==> config.mk <==
export PLATFORM = sky130hd
export DESIGN_NAME = cpu_control_unit
export DESIGN_NICKNAME = d
export VERILOG_FILES = /design/src/rtl/cpu_control_unit_pkg.sv /design/src/rtl/cpu_control_unit_mem_watchdog.sv /design/src/rtl/cpu_control_unit.sv
export SDC_FILE = /design/constraint.sdc
export NUM_CORES = 1
export LEC_CHECK = 0
export ABC_AREA = 0
export CELL_PAD_IN_SITES_DETAIL_PLACEMENT = 1
export CELL_PAD_IN_SITES_GLOBAL_PLACEMENT = 1
export CORE_ASPECT_RATIO = 0.75
export CORE_MARGIN = 2
export CORE_UTILIZATION = 34
export DETAILED_ROUTE_END_ITERATION = 8
export HOLD_SLACK_MARGIN = 0.1
export PLACE_DENSITY_LB_ADDON = 0.1
export SETUP_SLACK_MARGIN = 0.05
export SLEW_MARGIN = 20
export SYNTH_ARGS = -nofsm -noshare
export SYNTH_HDL_FRONTEND = slang
export SYNTH_HIERARCHICAL = 1
export SYNTH_SLANG_ARGS = --single-unit
==> constraint.sdc <==
create_clock -name I_clk -period 2.5 [get_ports I_clk]
set_input_delay 0.375 -clock I_clk [delete_from_list [all_inputs] [get_ports I_clk]]
set_output_delay 0.375 -clock I_clk [all_outputs]
set_load 0.03 [all_outputs]
==> src/rtl/cpu_control_unit_pkg.sv <==
// Shared encodings for the multi-cycle control unit: sequencer states and memory access modes.
package cpu_control_unit_pkg;

    typedef enum logic [1:0] {
        MEM_NOP   = 2'd0,
        MEM_READ  = 2'd1,
        MEM_WRITE = 2'd2
    } mem_mode_e;

    typedef enum logic [2:0] {
        ST_FETCH     = 3'd0,
        ST_DECODE    = 3'd1,
        ST_REGREAD   = 3'd2,
        ST_EXECUTE   = 3'd3,
        ST_MEMORY    = 3'd4,
        ST_WRITEBACK = 3'd5,
        ST_HALTED    = 3'd6
    } ctrl_state_e;

    // Encoding 3 is undefined and behaves like MEM_NOP.
    function automatic logic is_mem_access(input logic [1:0] mode);
        return (mode == MEM_READ) || (mode == MEM_WRITE);
    endfunction

endpackage

==> src/rtl/cpu_control_unit_mem_watchdog.sv <==
// Memory wait watchdog: counts stalled request cycles, flags expiry combinationally, keeps a sticky fault.
// MEM_TIMEOUT of 0 disables expiry entirely.
module cpu_control_unit_mem_watchdog #(
    parameter int MEM_TIMEOUT   = 255,
    parameter int TIMEOUT_WIDTH = 8
) (
    input  logic I_clk,
    input  logic I_reset,
    input  logic I_clear,
    input  logic I_waiting,
    output logic O_expire,
    output logic O_fault
);
    localparam bit                     WD_EN    = (MEM_TIMEOUT != 0);
    localparam logic [TIMEOUT_WIDTH-1:0] LIMIT_M1 = TIMEOUT_WIDTH'(MEM_TIMEOUT - 1);

    logic [TIMEOUT_WIDTH-1:0] count_q, count_d;
    logic                     fault_q, fault_d;

    always_comb begin
        count_d  = count_q;
        O_expire = WD_EN && I_waiting && (count_q == LIMIT_M1);
        if (I_clear) begin
            count_d = '0;
        end else if (I_waiting) begin
            count_d = count_q + TIMEOUT_WIDTH'(1);
        end
        fault_d = fault_q | O_expire;
    end

    always_ff @(posedge I_clk) begin
        if (I_reset) begin
            count_q <= '0;
            fault_q <= 1'b0;
        end else begin
            count_q <= count_d;
            fault_q <= fault_d;
        end
    end

    assign O_fault = fault_q;

endmodule

==> src/rtl/cpu_control_unit.sv <==
// Multi-cycle sequencer FETCH..WRITEBACK with memory watchdog; outputs decode the state register.
// Optional CTRL_PERF_COUNT_EN adds retired-instruction and active-cycle counters.
module cpu_control_unit
    import cpu_control_unit_pkg::*;
#(
    parameter int MEM_TIMEOUT   = 255,
    parameter int TIMEOUT_WIDTH = 8
) (
    input  logic        I_clk,
    input  logic        I_reset,
    input  logic        I_mem_ready,
    input  logic        I_halt,
    input  logic [1:0]  I_alu_memory_mode,
    input  logic        I_alu_write_rD,
    input  logic        I_alu_write_pc,
    output logic        O_decode_en,
    output logic        O_regread_en,
    output logic        O_alu_en,
    output logic        O_mem_request,
    output logic [1:0]  O_mem_mode,
    output logic        O_mem_is_fetch,
    output logic        O_regfile_write_en,
    output logic        O_pc_write_en,
    output logic        O_pc_increment,
    output logic        O_halted,
`ifdef CTRL_PERF_COUNT_EN
    output logic [15:0] O_retired,
    output logic [31:0] O_cycles,
`endif
    output logic        O_fault
);
    ctrl_state_e state_q, state_d;
    logic        wd_clear, wd_waiting, wd_expire, wd_fault;

    assign wd_waiting = O_mem_request & ~I_mem_ready;
    assign wd_clear   = (state_q != ST_FETCH) && (state_q != ST_MEMORY);

    cpu_control_unit_mem_watchdog #(
        .MEM_TIMEOUT   (MEM_TIMEOUT),
        .TIMEOUT_WIDTH (TIMEOUT_WIDTH)
    ) u_mem_watchdog (
        .I_clk     (I_clk),
        .I_reset   (I_reset),
        .I_clear   (wd_clear),
        .I_waiting (wd_waiting),
        .O_expire  (wd_expire),
        .O_fault   (wd_fault)
    );

    always_comb begin
        state_d            = state_q;
        O_decode_en        = 1'b0;
        O_regread_en       = 1'b0;
        O_alu_en           = 1'b0;
        O_mem_request      = 1'b0;
        O_mem_mode         = MEM_NOP;
        O_mem_is_fetch     = 1'b0;
        O_regfile_write_en = 1'b0;
        O_pc_write_en      = 1'b0;
        O_pc_increment     = 1'b0;
        O_halted           = 1'b0;
        // Ready takes priority over expiry when both land on the same cycle.
        if (!I_reset) begin
            case (state_q)
                ST_FETCH: begin
                    O_mem_request  = 1'b1;
                    O_mem_mode     = MEM_READ;
                    O_mem_is_fetch = 1'b1;
                    if (I_mem_ready)    state_d = ST_DECODE;
                    else if (wd_expire) state_d = ST_HALTED;
                end
                ST_DECODE: begin
                    O_decode_en = 1'b1;
                    state_d     = ST_REGREAD;
                end
                ST_REGREAD: begin
                    O_regread_en = 1'b1;
                    state_d      = I_halt ? ST_HALTED : ST_EXECUTE;
                end
                ST_EXECUTE: begin
                    O_alu_en = 1'b1;
                    state_d  = ST_MEMORY;
                end
                ST_MEMORY: begin
                    if (!is_mem_access(I_alu_memory_mode)) begin
                        state_d = ST_WRITEBACK;
                    end else begin
                        O_mem_request = 1'b1;
                        O_mem_mode    = I_alu_memory_mode;
                        if (I_mem_ready)    state_d = ST_WRITEBACK;
                        else if (wd_expire) state_d = ST_HALTED;
                    end
                end
                ST_WRITEBACK: begin
                    O_regfile_write_en = I_alu_write_rD;
                    O_pc_write_en      = I_alu_write_pc;
                    O_pc_increment     = ~I_alu_write_pc;
                    state_d            = ST_FETCH;
                end
                default: begin
                    O_halted = 1'b1;
                end
            endcase
        end
    end

    always_ff @(posedge I_clk) begin
        if (I_reset) state_q <= ST_FETCH;
        else         state_q <= state_d;
    end

    assign O_fault = wd_fault & ~I_reset;

`ifdef CTRL_PERF_COUNT_EN
    logic [15:0] retired_q, retired_d;
    logic [31:0] cycles_q, cycles_d;

    always_comb begin
        retired_d = retired_q + 16'((state_q == ST_WRITEBACK) ? 1 : 0);
        cycles_d  = cycles_q  + 32'((state_q != ST_HALTED) ? 1 : 0);
    end

    always_ff @(posedge I_clk) begin
        if (I_reset) begin
            retired_q <= '0;
            cycles_q  <= '0;
        end else begin
            retired_q <= retired_d;
            cycles_q  <= cycles_d;
        end
    end

    assign O_retired = I_reset ? 16'd0 : retired_q;
    assign O_cycles  = I_reset ? 32'd0 : cycles_q;
`endif

endmodule

==> flow_summary.html <==
<table>
<tr><th>Metric</th><th>Value</th></tr>
<tr><th colspan="2">Timing</th></tr>
<tr><td>Remaining max-slew budget at the tightest pin</td><td>75.9%</td></tr>
<tr><td>Number of slew-limit violations in the final report</td><td>0</td></tr>
<tr><td>Setup skew after layout</td><td>0.000487 ns</td></tr>
<tr><td>Fmax</td><td>approximately 0.43 GHz</td></tr>
<tr><td>Worst-case setup margin in the final layout</td><td>about 0.16 ns</td></tr>
<tr><td>Final sum of negative setup slack</td><td>0 ns</td></tr>
<tr><td>Final hold violation count</td><td>0</td></tr>
<tr><td>Period utilization</td><td>93.5%</td></tr>
<tr><td>Setup repair after global routing missed its margin</td><td>no</td></tr>
<tr><td>Number of setup violations in the final report</td><td>0</td></tr>
<tr><td>Min Tclk post-route</td><td>2.34 ns</td></tr>
<tr><td>Transition time at the pin with the least slew margin</td><td>~0.36 ns</td></tr>
<tr><th colspan="2">Run status</th></tr>
<tr><td>Result of the run</td><td>finished clean</td></tr>
<tr><th colspan="2">Clock tree</th></tr>
<tr><td>Clock Pin Slew Worst Setup and Hold Paths</td><td>around 0.08 ns</td></tr>
<tr><td>Clock buffer count from CTS</td><td>3</td></tr>
<tr><td>Root Buffer</td><td>sky130_fd_sc_hd__clkbuf_4</td></tr>
<tr><td>Largest buffer count on any clock path</td><td>2</td></tr>
<tr><td>Clock tree from TritonCTS</td><td>yes</td></tr>
<tr><td>Number of sinks handled by clock tree synthesis</td><td>12</td></tr>
<tr><td>Hold bufs inserted after CTS</td><td>0</td></tr>
<tr><td>Post-CTS setup repair buffer count</td><td>0</td></tr>
<tr><td>Clock insertion delay at the later pin of the skew report</td><td>around 0.27 ns</td></tr>
<tr><td>H-tree level count</td><td>1</td></tr>
<tr><th colspan="2">Global route</th></tr>
<tr><td>Met1 routing resource usage after global routing</td><td>a little under a quarter</td></tr>
<tr><td>Tot GR Track Use</td><td>17.7%</td></tr>
<tr><td>Global-route wire length before repair</td><td>between 3000 and 4000 um</td></tr>
<tr><td>Met3 Track Usage GR</td><td>6.18%</td></tr>
<tr><td>Largest net degree at the start of global routing</td><td>14</td></tr>
<tr><td>GR peak layer</td><td>met2</td></tr>
<tr><td>Via count of the first global-routing pass</td><td>768</td></tr>
<tr><td>Met2 usage</td><td>between 20% and 30%</td></tr>
<tr><td>Remaining global-route overflow</td><td>0</td></tr>
<tr><td>Number of antenna violations at the first check in global routing</td><td>0</td></tr>
<tr><th colspan="2">Setup path</th></tr>
<tr><td>Worst path required time</td><td>2.12 ns</td></tr>
<tr><td>Crit path launch type</td><td>flip-flop</td></tr>
<tr><td>Launch point of the critical path</td><td>state_q[1]</td></tr>
<tr><td>Slack of the worst reg-to-reg path</td><td>0.40 ns</td></tr>
<tr><td>Kind of critical path</td><td>flip-flop to output pin</td></tr>
<tr><td>Launching point of the worst reg2reg path</td><td>state_q[1]</td></tr>
<tr><td>Endpoint type of the worst setup path</td><td>output pin</td></tr>
<tr><td>Slowest-stage cell, CP</td><td>sky130_fd_sc_hd__clkdlybuf4s50_1</td></tr>
<tr><td>Largest fanout on the critical path</td><td>11</td></tr>
<tr><td>Ordered cell list for the critical path</td><td>ha_2 -&gt; nor2b_1 -&gt; clkdlybuf4s50_1</td></tr>
<tr><td>Data arrival, critical path</td><td>1.96 ns</td></tr>
<tr><td>Worst stage delay on the critical path</td><td>around 0.67 ns</td></tr>
<tr><th colspan="2">Power</th></tr>
<tr><td>Switching part of the total</td><td>roughly a third</td></tr>
<tr><td>Internal power consumption</td><td>between 0.0003 and 0.0004 W</td></tr>
<tr><td>Total net switching power</td><td>about 0.00020 W</td></tr>
<tr><td>Power density over the cells</td><td>approximately 540 mW/mm2</td></tr>
<tr><td>Clock power share</td><td>a little over a quarter</td></tr>
<tr><td>Seq pwr share</td><td>approximately 37%</td></tr>
<tr><td>Leakage power</td><td>roughly 0.45 nW</td></tr>
<tr><td>Maximum vdd drop</td><td>between 0.0002 and 0.00025 V</td></tr>
<tr><td>Logic pwr share</td><td>between 30% and 40%</td></tr>
<tr><th colspan="2">Floorplan</th></tr>
<tr><td>Core area</td><td>0.00229 mm2</td></tr>
<tr><td>Standard-cell rows</td><td>15</td></tr>
<tr><td>Number of top-level design ports</td><td>20</td></tr>
<tr><td>Floorplan die area</td><td>between 0.002 and 0.003 mm2</td></tr>
<tr><td>Chip Height</td><td>approximately 46 um</td></tr>
<tr><td>Starting utilization of the core area</td><td>between 30% and 40%</td></tr>
<tr><td>X dimension of the die</td><td>roughly 60 um</td></tr>
<tr><th colspan="2">Logic synthesis</th></tr>
<tr><td>Synth Register Bits</td><td>12</td></tr>
<tr><td>Post-Syn Area per Cell</td><td>between 7 and 8 um2</td></tr>
<tr><td>Unique masters post-synth</td><td>38</td></tr>
<tr><td>Synthesized Nets</td><td>about 120</td></tr>
<tr><td>Register area share after synthesis</td><td>between 20% and 30%</td></tr>
<tr><td>Synth Instances</td><td>between 100 and 150</td></tr>
<tr><td>Warnings from Yosys</td><td>6</td></tr>
<tr><td>Mapped cell area</td><td>between 800 and 900 um2</td></tr>
<tr><th colspan="2">Run</th></tr>
<tr><td>Max_cap viols</td><td>0</td></tr>
<tr><th colspan="2">Cells and area</th></tr>
<tr><td>Syn-to-layout area delta</td><td>34.9%</td></tr>
<tr><td>Layout cell share with drive strength beyond 1</td><td>slightly above 20%</td></tr>
<tr><td>Fillers</td><td>slightly below 300</td></tr>
<tr><td>Highest-count cells in the layout ignoring fill and taps</td><td>15 x sky130_fd_sc_hd__buf_4, 13 x sky130_fd_sc_hd__nor2_1, 12 x sky130_fd_sc_hd__dfxtp_1, 11 x sky130_fd_sc_hd__clkdlybuf4s50_1, 7 x sky130_fd_sc_hd__a21oi_1</td></tr>
<tr><td>Leading cell type in the layout, fill and taps excluded</td><td>sky130_fd_sc_hd__buf_4</td></tr>
<tr><td>Nets</td><td>between 100 and 150</td></tr>
<tr><td>ANT cells</td><td>0</td></tr>
<tr><th colspan="2">Routing</th></tr>
<tr><td>Routed via count</td><td>about 800</td></tr>
<tr><td>Final wirelength</td><td>2200 um</td></tr>
<tr><td>Avg Vias per Cell</td><td>slightly below 5</td></tr>
<tr><td>Drc violations</td><td>0</td></tr>
<tr><td>Number of iterations in the first detailed-routing pass</td><td>4</td></tr>
<tr><td>Initial detailed-routing violation count</td><td>19</td></tr>
<tr><td>Number of antenna-violating nets in the routed design</td><td>0</td></tr>
<tr><td>Per-cell routed wire length</td><td>around 14 um</td></tr>
<tr><th colspan="2">Placement</th></tr>
<tr><td>Count of buffers from port buffering</td><td>19</td></tr>
<tr><td>Final Wtd Congestion</td><td>about 0.73</td></tr>
<tr><td>Half-perimeter wire length of the detailed placement result</td><td>between 1500 and 2000 um</td></tr>
<tr><td>Setup WS pre-CTS</td><td>just over 0.03 ns</td></tr>
<tr><th colspan="2">Hold path</th></tr>
<tr><td>Beginning of the worst hold path</td><td>u_mem_watchdog/O_fault</td></tr>
<tr><td>Worst hold path class</td><td>flip-flop to flip-flop</td></tr>
</table>
## flip-flops by register name, summed over array words and instances, names as in the netlist
name	flops
u_mem_watchdog/count_q	8
state_q	3
u_mem_watchdog/O_fault	1
## cell type report
type / count / area (um2) / share of cell area (%)
Multi-Input combinational cell: 81 / 524 / 47.8
Sequential cell: 12 / 240 / 21.9
Timing Repair Buffer: 27 / 235 / 21.4
Tap cell: 34 / 42.5 / 3.88
Clock buffer: 4 / 36.3 / 3.31
Inverter: 5 / 18.8 / 1.71
## cell families (layout without fill, tap and decap cells)
logic type,count (synthesis),after routing,share of synthesized area (%)
AND/OR/NAND/NOR,48,48,32.0
adder cells (fa/ha/maj),5,5,7.69
buffers and inverters,11,36,6.62
XOR/XNOR,4,4,4.31
flip-flops,12,12,29.5
AO/OA/AOI/OAI,24,24,19.8
## path summary, 6_finish.rpt
path	depth (start not counted)	to
setup / recovery	3	O_halted
hold / removal	1	u_mem_watchdog/O_fault
setup reg to reg	9	state_q[1]
hold reg to reg	1	u_mem_watchdog/O_fault
## power by group through the flow
stage               combinational (W)  clock, W  sequential, W
global route                 0.000235  0.000172       0.000221
CTS                          0.000212  0.000163       0.000220
global placement             0.000209         0       0.000223
detailed placement           0.000211         0       0.000224
finish                       0.000212  0.000157       0.000220
floorplan                    0.000149         0       0.000215
## Yosys cell counts (all sizes together)
library cell	instances	area (um2)
nor2	14	52.6
dfxtp	12	240
a21oi	7	35.0
ha	5	62.6
inv	5	18.8
nand2	5	18.8
nor2b	5	31.3
o21ai	5	25.0
nand4	4	31.3
or3	4	25.0
buf	3	23.8
clkbuf	3	11.3
nor3	3	15.0
xor2	3	26.3
a211oi	2	15.0
a221oi	2	23.8
and2	2	12.5
nand2b	2	12.5
nand3	2	10.0
o22ai	2	12.5
or2	2	12.5
a21o	1	7.51
nand3b	1	7.51
nor3b	1	7.51
nor4	1	6.26
nor4b	1	8.76
o21a	1	7.51
o21ba	1	10.0
o21bai	1	7.51
o2bb2ai	1	8.76
o31a	1	8.76
or3b	1	8.76
xnor2	1	8.76
## routing by layer
metal	wire, um	part of all wire, %	vias up
met5	0	0	-
met4	10	0.45	0
met3	114	5.2	2
met2	949	43	17
met1	1130	51	375
li1	-	-	413
## what timing repair did
| item | CTS | global route |
|---|---|---|
| setup endpoints to repair | 0 | 3 |
| gates resized for setup | 0 | 3 |
| hold endpoints to repair | 0 | 0 |
## metrics by stage
step	utilization (%)	hold slack, ns	power [W]	std cells	cell area, um2
global route	47.9	0.509	0.000628	163	1100
floorplan	-	0.451	0.000364	104	813
detailed placement	46.0	0.470	0.000435	159	1050
global placement	46.0	0.458	0.000432	159	1050
finish	47.9	0.485	0.000589	163	1100
CTS	47.6	0.489	0.000595	163	1090
## worst max-delay path: cells and delay by family (launching register included)
| family | cells | cell delay (ns) |
|---|---|---|
| AND/OR/NAND/NOR | 1 | 0.15 |
| flip-flops | 1 | 0.54 |
| buffers and inverters | 1 | 0.67 |
| adder cells (fa/ha/maj) | 1 | 0.33 |
(Power assumes the default switching activity.)
